==> src/rtl/mem_copy_engine.sv <==
`default_nettype none
// ============================================================================
//  Module   : mem_copy_engine
//  Purpose  : Copies len words from src_addr.. to dst_addr.. of a single-port
//             RAM with registered (1-cycle) read data. Each word takes one read
//             cycle and one write cycle. Copying is strictly ascending, so
//             overlapping ranges give forward-copy semantics.
//  Ports    : clk, rst_n           - clock, asynchronous active-low reset
//             start                - copy request (only honoured in IDLE)
//             src_addr, dst_addr   - first source / destination word address
//             len                  - number of words (0 = no RAM access)
//             busy, done           - copy in progress / 1-cycle completion
//             mem_en, mem_write    - RAM enable and write strobe
//             mem_addr             - RAM address
//             mem_write_data       - RAM write data
//             mem_read_data        - RAM registered read data
//  Revision : 1.0 - initial release
// ============================================================================
module mem_copy_engine #(
  parameter int WIDTH  = 8,
  parameter int ADDR_W = 16,
  parameter int LEN_W  = 8
) (
  input  logic              clk,
  input  logic              rst_n,
  input  logic              start,
  input  logic [ADDR_W-1:0] src_addr,
  input  logic [ADDR_W-1:0] dst_addr,
  input  logic [LEN_W-1:0]  len,
  output logic              busy,
  output logic              done,
  output logic              mem_en,
  output logic              mem_write,
  output logic [ADDR_W-1:0] mem_addr,
  output logic [WIDTH-1:0]  mem_write_data,
  input  logic [WIDTH-1:0]  mem_read_data
);

  typedef enum logic [1:0] {
    IDLE = 2'd0,
    RD   = 2'd1,
    WR   = 2'd2,
    DONE = 2'd3
  } state_t;

  state_t            r_state;
  state_t            w_state_next;
  logic [ADDR_W-1:0] r_src;
  logic [ADDR_W-1:0] r_dst;
  logic [LEN_W-1:0]  r_len;
  logic [LEN_W-1:0]  r_idx;
  logic [LEN_W:0]    w_idx_inc;
  logic [ADDR_W-1:0] w_idx_ext;
  logic              w_accept;

  // One extra bit so idx+1 never overflows, even for len = 2^LEN_W-1.
  assign w_idx_inc = {1'b0, r_idx} + {{LEN_W{1'b0}}, 1'b1};
  assign w_idx_ext = ADDR_W'(r_idx);
  assign w_accept  = (r_state == IDLE) && start && (len != '0);

  always_ff @(posedge clk or negedge rst_n) begin
    if (!rst_n) begin
      r_state <= IDLE;
      r_src   <= '0;
      r_dst   <= '0;
      r_len   <= '0;
      r_idx   <= '0;
    end else begin
      r_state <= w_state_next;
      if (w_accept) begin
        r_src <= src_addr;
        r_dst <= dst_addr;
        r_len <= len;
        r_idx <= '0;
      end else if (r_state == WR) begin
        r_idx <= w_idx_inc[LEN_W-1:0];
      end
    end
  end

  // Outputs decode from the state register only, so an asynchronous reset
  // drives every output to 0 without waiting for a clock edge.
  always_comb begin
    w_state_next   = r_state;
    busy           = 1'b0;
    done           = 1'b0;
    mem_en         = 1'b0;
    mem_write      = 1'b0;
    mem_addr       = '0;
    mem_write_data = '0;
    case (r_state)
      IDLE: begin
        if (start) begin
          w_state_next = (len == '0) ? DONE : RD;
        end
      end
      RD: begin
        busy         = 1'b1;
        mem_en       = 1'b1;
        mem_addr     = r_src + w_idx_ext;
        w_state_next = WR;
      end
      WR: begin
        // Read data from the previous RD edge is presented this cycle.
        busy           = 1'b1;
        mem_en         = 1'b1;
        mem_write      = 1'b1;
        mem_addr       = r_dst + w_idx_ext;
        mem_write_data = mem_read_data;
        w_state_next   = (w_idx_inc < {1'b0, r_len}) ? RD : DONE;
      end
      DONE: begin
        done         = 1'b1;
        w_state_next = IDLE;
      end
      default: begin
        w_state_next = IDLE;
      end
    endcase
  end

endmodule
`default_nettype wire

==> config.mk <==
export PLATFORM = sky130hd
export DESIGN_NAME = mem_copy_engine
export DESIGN_NICKNAME = d
export VERILOG_FILES = /design/src/rtl/mem_copy_engine.sv
export SDC_FILE = /design/constraint.sdc
export NUM_CORES = 1
export LEC_CHECK = 0
export CORE_MARGIN = 5
export CORE_UTILIZATION = 45
export CTS_BUF_LIST = sky130_fd_sc_hd__clkbuf_4 sky130_fd_sc_hd__clkbuf_8
export DETAILED_ROUTE_END_ITERATION = 7
export GPL_ROUTABILITY_DRIVEN = 1
export HOLD_SLACK_MARGIN = 0.08
export MAX_ROUTING_LAYER = met4
export PLACE_DENSITY = 0.77
export SYNTH_ARGS = -nofsm -noshare
export SYNTH_HDL_FRONTEND = slang
export SYNTH_SLANG_ARGS = --single-unit
export TNS_END_PERCENT = 10
==> constraint.sdc <==
create_clock -name clk -period 3.75 [get_ports clk]
set_input_delay 0.75 -clock clk [delete_from_list [all_inputs] [get_ports clk]]
set_output_delay 0.75 -clock clk [all_outputs]
set_load 0.005 [all_outputs]
# Yosys cells after proc, flatten, opt, wreduce, memory -nomap -nowiden
# Index checks and enable logic that the tools add are counted.
# totals
reg_bits,50
inputBits,51
output_inout_bits,28
elab_cells,31
# op_classes
n_addsub,3
n_lt_le_gt_ge,1
n_eq_ne,4
muxes,11
n_reduce_logical,7
# ops
cell,n
16-bit by 8-bit adder with 16-bit output,2
16-bit case mux with 2 select lines,1
8-bit 2-to-1 mux,3
"8-bit by 1-bit adder with 9-bit output, second input constant",1
9-bit by 8-bit less-than comparator with 1-bit output,1
8-bit logical NOT,1
2-bit case mux with 4 select lines,1
8-bit nonzero test,1
2-bit 2-to-1 mux,3
"2-bit equality test, second input constant",2
1-bit 2-to-1 mux,3
"2-bit by 1-bit equality test with 1-bit output, second input constant",1
1-bit logical AND,2
2-bit logical NOT,1
"2-bit != test, second input constant",1
2-bit nonzero test,1
2-bit OR reduction,1

# Longest topological paths before layout
# Gate-level depths: netlist (run 1).
# depth
depth_word,4
ltp_mapped,13
ltp_nobuf,11

# Least setup slack after synthesis (run 1)
# OpenSTA, ideal clock, no wires.
# synth_timing
kind,reg-to-output
startpoint,reg r_state[0]
endpoint,out mem_addr[15]
arrival_time_ns,2.935
required_ns,3.000
setup_slack_ns,0.065
stages_incl_launch_ff,12
n_path_buf,3
cell_sequence,dfrtp_1 > inv_1 > ha_1 > buf_2 > buf_2 > buf_2 > mux2_2 > ha_1 > a21o_1 > a21oi_1 > a2111oi_2 > mux2i_1
# synth_via
elab_chain_len,2
elab_cells_between_ends,3
cone_classes,eq/ne: 2; mux: 1
# synth_rtl
item,line,rtl
"start, declared",46,state_t r_state;
"start signal, assigned",69,r_state <= w_state_next;
2-bit equality test or 2-bit by 1-bit equality test with 1-bit output (tied branches),91,case (r_state)
16-bit case mux with 2 select lines *,91,
"end, declared",34,"output logic [ADDR_W-1:0] mem_addr,"
# Every way passes the cells marked *; elsewhere a longest branch is shown, timed or not.

# Final worst setup path (run 1)
# layout_timing
startpoint,reg r_state[0]
endpoint,out mem_addr[14]
# Same word-level chain as after synthesis.

==> run metrics, run 1 <==
ant diodes=0; EDFF count, synth=0; xor and xnor area share after synthesis=4.591%; Max Root-Sink Buffers=2; GRT Total Usage=18.52%; Pleak=0.002019 uW; CP max stage cell=dfrtp_1; final hold violation count=0; RSZ-0062 raised after global routing=true; die extent in y=94.90 um; Synth Area in Adders=8.719%; share of cells above drive strength 1=27.79%; post-synthesis mux area share=21.88%; worst slew pin tran=1.101 ns; post-detailed-route count of antenna-violating nets=0; Worst EP arrival=3.13 ns; top_reg_cell synth=dfrtp_1; top cells by area, synth=dfrtp_1 (39%), mux2_4 (13%), ha_1 (8.1%), mux2_2 (5.2%), mux2i_1 (3.7%); clk_lat worst skew=0.30 ns; Final HPWL DP=5843 um; CTS tree=built; Final Non-Filler Cells=502; #FFs+latches synth=50; Fmax=257.4 MHz; Total Neg Setup Slack=-0.1346 ns; wire per inst=15.85 um; synthesized cell area=0.003243 sq mm; commonest cells after routing, fill and taps aside=clkdlybuf4s50_1 (64), dfrtp_1 (50), mux2_4 (28); CTS root buffer=clkbuf_8; DRT iter0 DRCs=100; CTS Buf Count=5; Buf/Inv on CP=5; Yosys top cell by area=dfrtp_1; Die W=94.90 um; first-pass GRT wire length=12,820 um; Critical R2R Launch=r_idx[0]; largest net degree at the start of global routing=51; Area growth syn-to-layout=38.85%; syn nets=376; number of fill cells=580; IO Pins=79; setup ws final=-0.1346 ns; clk slew on worst S/H paths=0.09 ns; register area share after synthesis=38.58%; Max FO, Critical Path=6; Final Cycle Share=103.6%; DP Worst Slack=-0.09453 ns; vias in the first global route=2,770; failing checks=negative setup slack; max cap viols=0; drt pass-1 iters=5; DR vias/cell=5.163; PwrDens=735.4 mW/mm^2; row count=31; status=finished with violations; Core Area=0.007137 sq mm; slowest cell delay on critical path=0.41 ns; fin nets=475; min cycle time layout=3.885 ns; compound-gate portion of the synthesized area=8.372%; simple-gate share of the synthesized area=13.70%; port buffer count=78; hold path start=r_dst[15]; share of flip-flops with an asynchronous set or reset after synthesis=100.0%; main combinational cell family by area after synthesis=multiplexers; Avg Inst Size Synth=10.70 sq um; Final Setup Violations=1; Worst VDD drop=0.0003819 V; gp weighted congestion=0.9280; Placed Instances=486; most common cell after layout, fill and taps aside=clkdlybuf4s50_1; crit-path leading delay family=compound AO/OA/AOI/OAI gates; critical path, cell by cell=inv_2, ha_4, buf_12, mux2_2, ha_4, inv_2, fa_2, nor2b_4, o31a_1, buf_4, o211ai_1, xnor2_1, nor2_1, buf_2; Initial Util=45.44%; Req. time, crit path=3.00 ns; post-synth top area share=38.58%; H-tree levels=2; Netlist cell types=42; Sink Count=50; critical path capture point type=output port; Slew Limit Headroom=26.60%; initial antenna violation count=0; DRC violations left=0; synth warn=0; worst setup path startpoint=r_state[0]; die area=0.009005 sq mm; total number of vias=2,592; Crit Path Category=flip-flop to output port; Hold Crit Class=flip-flop to flip-flop; skew final=0.009430 ns; fin. max-slew vios=0; drt total wl=7958 um; Synth Instances=303; startpoint type of the worst setup path=flip-flop; gr ovfl total=0
[what timing repair did]
action | 4_1_cts | 5_1_grt
cloned | 0 | 1
hold buffers | 0 | 0
pin swaps | 8 | 8
gates resized for setup | 29 | 28
setup buffers | 2 | 5
endpoints found under the setup margin | 12 | 14
[state kept, by name (all words and copies together), names as in the netlist]
signal / cells
r_idx: 8
r_len: 8
r_src: 16
r_state: 2
r_dst: 16
[routing by layer]
| layer | up-vias | part of all wire, % | GRT usage (%) |
|---|---|---|---|
| li1 | 1256 | - | - |
| met1 | 1253 | 42 | 22.49 |
| met2 | 70 | 51 | 31.42 |
| met3 | 13 | 4.8 | 3.267 |
| met4 | 0 | 1.9 | 5.649 |
| met5 | - | 0 | - |
[through the flow]
stage	cell area, sq um	utilization [%]	total power [uW]	hold WS [ns]
after detailed placement	4225	59.20	2873	0.4957
after global placement	4225	59.20	2804	0.4930
after floorplan	3243	-	2088	0.4544
final	4503	63.10	3312	0.5173
after CTS	4393	61.55	3216	0.5185
after global routing	4503	63.10	3559	0.5372
[final cells by class]
| type | count | area, sq um | share of cell area (%) |
|---|---|---|---|
| multi-input combinational | 227 | 1991 | 44.21 |
| sequential | 50 | 1251 | 27.79 |
| timing repair buffer | 105 | 993.5 | 22.06 |
| tap | 99 | 123.9 | 2.751 |
| clock buffer | 6 | 82.58 | 1.834 |
| inverter | 13 | 48.80 | 1.084 |
| clock inverter | 2 | 12.51 | 0.2779 |
[cell families (layout without fill, tap and decap cells)]
group	count (synthesis)	count (layout)
simple gates	90	90
mux	55	55
flops	50	50
compound gates	43	43
buf+inv	26	126
fa+ha+maj	22	22
xor+xnor	17	17
[synth_stat cells (3+ instances only)]
library cell and count:
dfrtp_1 50, mux2_4 28, nand2_1 25, ha_1 21, nor2_1 19, mux2_2 15
inv_1 13, o21ai_0 13, mux2i_1 12, xor2_1 12, a21oi_1 10, and2_1 9
nor3_1 8, and3_1 5, clkbuf_1 5, xnor2_1 5, buf_6 4, nand3_1 4
nor2b_1 4, o21a_1 4, buf_2 3, nand2b_1 3, nand4_1 3, o211ai_1 3
[where the power goes]
group / internal (uW) / total [uW] / switching, uW
combinational: 1160 / 2040 / 881
clock: 149 / 328 / 179
sequential: 778 / 947 / 169
[worst paths after layout]
path / to / depth (start not counted) / slack (ns)
max in group asynchronous: r_idx[1] / 1 / 2.42
setup / recovery: mem_addr[14] / 14 / -0.13
min in group asynchronous: r_src[7] / 1 / 0.65
setup reg to reg: r_state[1] / 8 / 1.32
hold reg to reg: r_dst[15] / 1 / 0.52
hold / removal: r_dst[15] / 1 / 0.52
Power figures use the tool's default switching activity.
==> inputs of run 2 (changes only) <==
--- a/config.mk
+++ b/config.mk
@@ -5,14 +5,14 @@
 export SDC_FILE = /design/constraint.sdc
 export NUM_CORES = 1
 export LEC_CHECK = 0
-export CORE_MARGIN = 5
 export CORE_UTILIZATION = 45
 export CTS_BUF_LIST = sky130_fd_sc_hd__clkbuf_4 sky130_fd_sc_hd__clkbuf_8
 export DETAILED_ROUTE_END_ITERATION = 7
 export GPL_ROUTABILITY_DRIVEN = 1
 export HOLD_SLACK_MARGIN = 0.08
 export MAX_ROUTING_LAYER = met4
-export PLACE_DENSITY = 0.77
+export PLACE_DENSITY = 0.74
+export SLEW_MARGIN = 20
 export SYNTH_ARGS = -nofsm -noshare
 export SYNTH_HDL_FRONTEND = slang
 export SYNTH_SLANG_ARGS = --single-unit
==> constraint.sdc (replaced) <==
create_clock -name clk -period 4.3 [get_ports clk]
set_input_delay 0.86 -clock clk [delete_from_list [all_inputs] [get_ports clk]]
set_output_delay 0.86 -clock clk [all_outputs]
set_load 0.005 [all_outputs]
==> run 2 against run 1 <==
The flow now finishes without violations; setup slack better by 0.16 ns; routed wire length down 12%; total power down 17%; sequential share of layout area up 1.2 points; global-route usage up 1.7 points; clock skew up 0.00055 ns; flip-flop and latch count unchanged; critical endpoint is now mem_addr[15].
==> run metrics, run 2 (same netlist as run 1, synthesis figures left out) <==
Worst R2R Setup Slack=1.88 ns (+0.56 ns); Core Area=0.006869 sq mm (-3.8%); DRT iter0 DRCs=134 (+34%); ant diodes=0 (unchanged); CTS Hold Bufs=0 (unchanged); skew final=0.009984 ns (+0.0005541 ns); H-tree levels=2 (unchanged); GRT Total Usage=20.20% (+1.7 points); Total Neg Setup Slack=0 ns (+0.1346 ns); status=finished clean; vias in the first global route=2,476 (-11%); min cycle time layout=4.277 ns; Max Root-Sink Buffers=2 (unchanged); RSZ-0062 raised after global routing=true; Req. time, crit path=3.44 ns (+0.44 ns); Final Setup Violations=0 (-1); clk slew on worst S/H paths=0.09 ns (about the same); Worst Hold Path EP=r_src[1]; drt total wl=7002 um (-12%); largest net degree at the start of global routing=51 (unchanged); Initial Util=47.21% (+1.8 points); fin nets=455 (-4.2%); gp weighted congestion=0.8377 (-9.7%); critical path, cell by cell=inv_2, ha_4, buf_12, mux2_2, ha_1, a21o_1, a21oi_1, a2111oi_2, mux2i_1, clkdlybuf4s50_1; biggest registers after layout=r_dst (16), r_src (16); CTS tree=built; Max FO, Critical Path=15 (+9); reg-to-reg endpoint=r_src[3]; first-pass GRT wire length=11,530 um (-10%); Area growth syn-to-layout=33.33%; Hold Crit Depth=1 (unchanged); slowest cell delay on critical path=0.53 ns (+0.12 ns); fin. max-slew vios=0 (unchanged); Pleak=0.001923 uW (-4.8%); Hold Crit Class=flip-flop to flip-flop; Buf/Inv on CP=3 (-2); wire per inst=14.62 um (-7.8%); worst slew pin tran=0.9333 ns (-0.1677 ns); drt pass-1 iters=4 (-1); Reg power frac=29.8% (+1.2 points); IO Pins=79 (unchanged); DR vias/cell=5.217 (+1.0%); Worst VDD drop=0.0003621 V (-5.2%); commonest cells after routing, fill and taps aside=clkdlybuf4s50_1 (73), dfrtp_1 (49), mux2_4 (28); initial antenna violation count=0 (unchanged); CTS root buffer=clkbuf_8; Tot Pwr=2749 uW (-17%); Final Cycle Share=99.46%; PwrDens=635.7 mW/mm^2 (-14%); Crit Path Category=flip-flop to output port; internal power=1757 uW (-16%); share of cells above drive strength 1=20.10% (-7.7 points); critical path depth=10 (-4); Clock power frac=10.2% (+0.3 points); sw frac=36.10% (-1.0 points); row count=30 (-3.2%); CP max stage cell=clkdlybuf4s50_1; Die W=86.90 um (-8.4%); total number of vias=2,499 (-3.6%); Final Util=62.95% (-0.15 points); clk_lat worst skew=0.31 ns (about the same); max cap viols=0 (unchanged); DRC violations left=0 (unchanged); port buffer count=78 (unchanged); post-detailed-route count of antenna-violating nets=0 (unchanged); startpoint type of the worst setup path=flip-flop; die area=0.007551 sq mm (-16%); Slew Limit Headroom=37.78% (+11 points); Final HPWL DP=5110 um (-13%); final hold violation count=0 (unchanged); gr ovfl total=0 (unchanged); die extent in y=86.90 um (-8.4%); critical path capture point type=output port; hold path start=r_src[1]; Critical R2R Launch=r_state[1]; CTS Buf Count=5 (unchanged); most common cell after layout, fill and taps aside=clkdlybuf4s50_1; Worst EP arrival=3.42 ns (+0.29 ns); Logic pwr share=60.0% (-1.5 points); net switching power=992.4 uW (-19%); worst reg-to-reg path cell count=5 (-3); Sink Count=50 (unchanged); crit-path leading delay family=buffers and inverters; Fmax=233.8 MHz
-- run 2: changes by cell type in the layout (fill, tap and decap cells not counted), sizes merged, moves of 2 or more --
| cell | previous run | this run |
|---|---|---|
| clkdlybuf4s15 | 2 | 0 |
| clkdlybuf4s50 | 64 | 73 |
| dlygate4sd2 | 3 | 0 |
| dlymetal6s2s | 2 | 4 |
| clkbuf | 11 | 5 |
| buf | 29 | 7 |
-- run 2: area by class of cell --
cell class,instances,area (sq um)
Clock inverter,3,21.27
Clock buffer,5,68.82
Inverter,13,48.80
Multi-Input combinational cell,227,1934
Sequential cell,50,1252
Fill cell,564,2545
Timing Repair Buffer,85,878.3
Tap cell,96,120.1
-- run 2: power by group through the flow --
stage / logic, uW / registers [uW] / clock network [uW]
2_1_floorplan: 1050 / 771 / 0
3_3_place_gp: 1530 / 819 / 0
3_5_place_dp: 1570 / 826 / 0
4_1_cts: 1660 / 821 / 288
5_1_grt: 1810 / 848 / 303
6_report: 1650 / 820 / 280
-- run 2: worst max-delay path by stage --
stage | start | end | slack [ns]
final | r_state[0] | mem_addr[15] | 0.02
after detailed placement | r_state[0] | mem_addr[11] | 0.13
after CTS | r_state[0] | mem_addr[15] | 0.004
after floorplan | r_state[0] | mem_addr[15] | 0.51
after global routing | r_state[0] | mem_addr[15] | -0.15
after global placement | r_state[0] | mem_addr[11] | 0.22
-- run 2: stage by stage --
step,std cells,setup WS (ns),instance area (sq um),hold WS (ns)
CTS,479,0.004123,4295,0.5166
finish,479,0.02319,4324,0.5169
global placement,468,0.2238,4096,0.4974
detailed placement,468,0.1304,4096,0.4962
global route,479,-0.1465,4324,0.5335
floorplan,303,0.5054,3243,0.4762
-- run 2: timing repair --
item / CTS / global route
buffers inserted: 2 / 0
gates resized for setup: 10 / 9
hold endpoints to repair: 0 / 0
endpoints found under the setup margin: 10 / 8
cloned: 1 / 0
pin swaps: 2 / 5
-- run 2: routing by layer --
| layer | routed length, um | up-vias | GRT usage (%) |
|---|---|---|---|
| met5 | 0 | - | - |
| met4 | 136 | 0 | 7.576 |
| met3 | 328 | 14 | 2.938 |
| met2 | 3424 | 73 | 33.07 |
| met1 | 3112 | 1200 | 25.36 |
| li1 | - | 1212 | - |
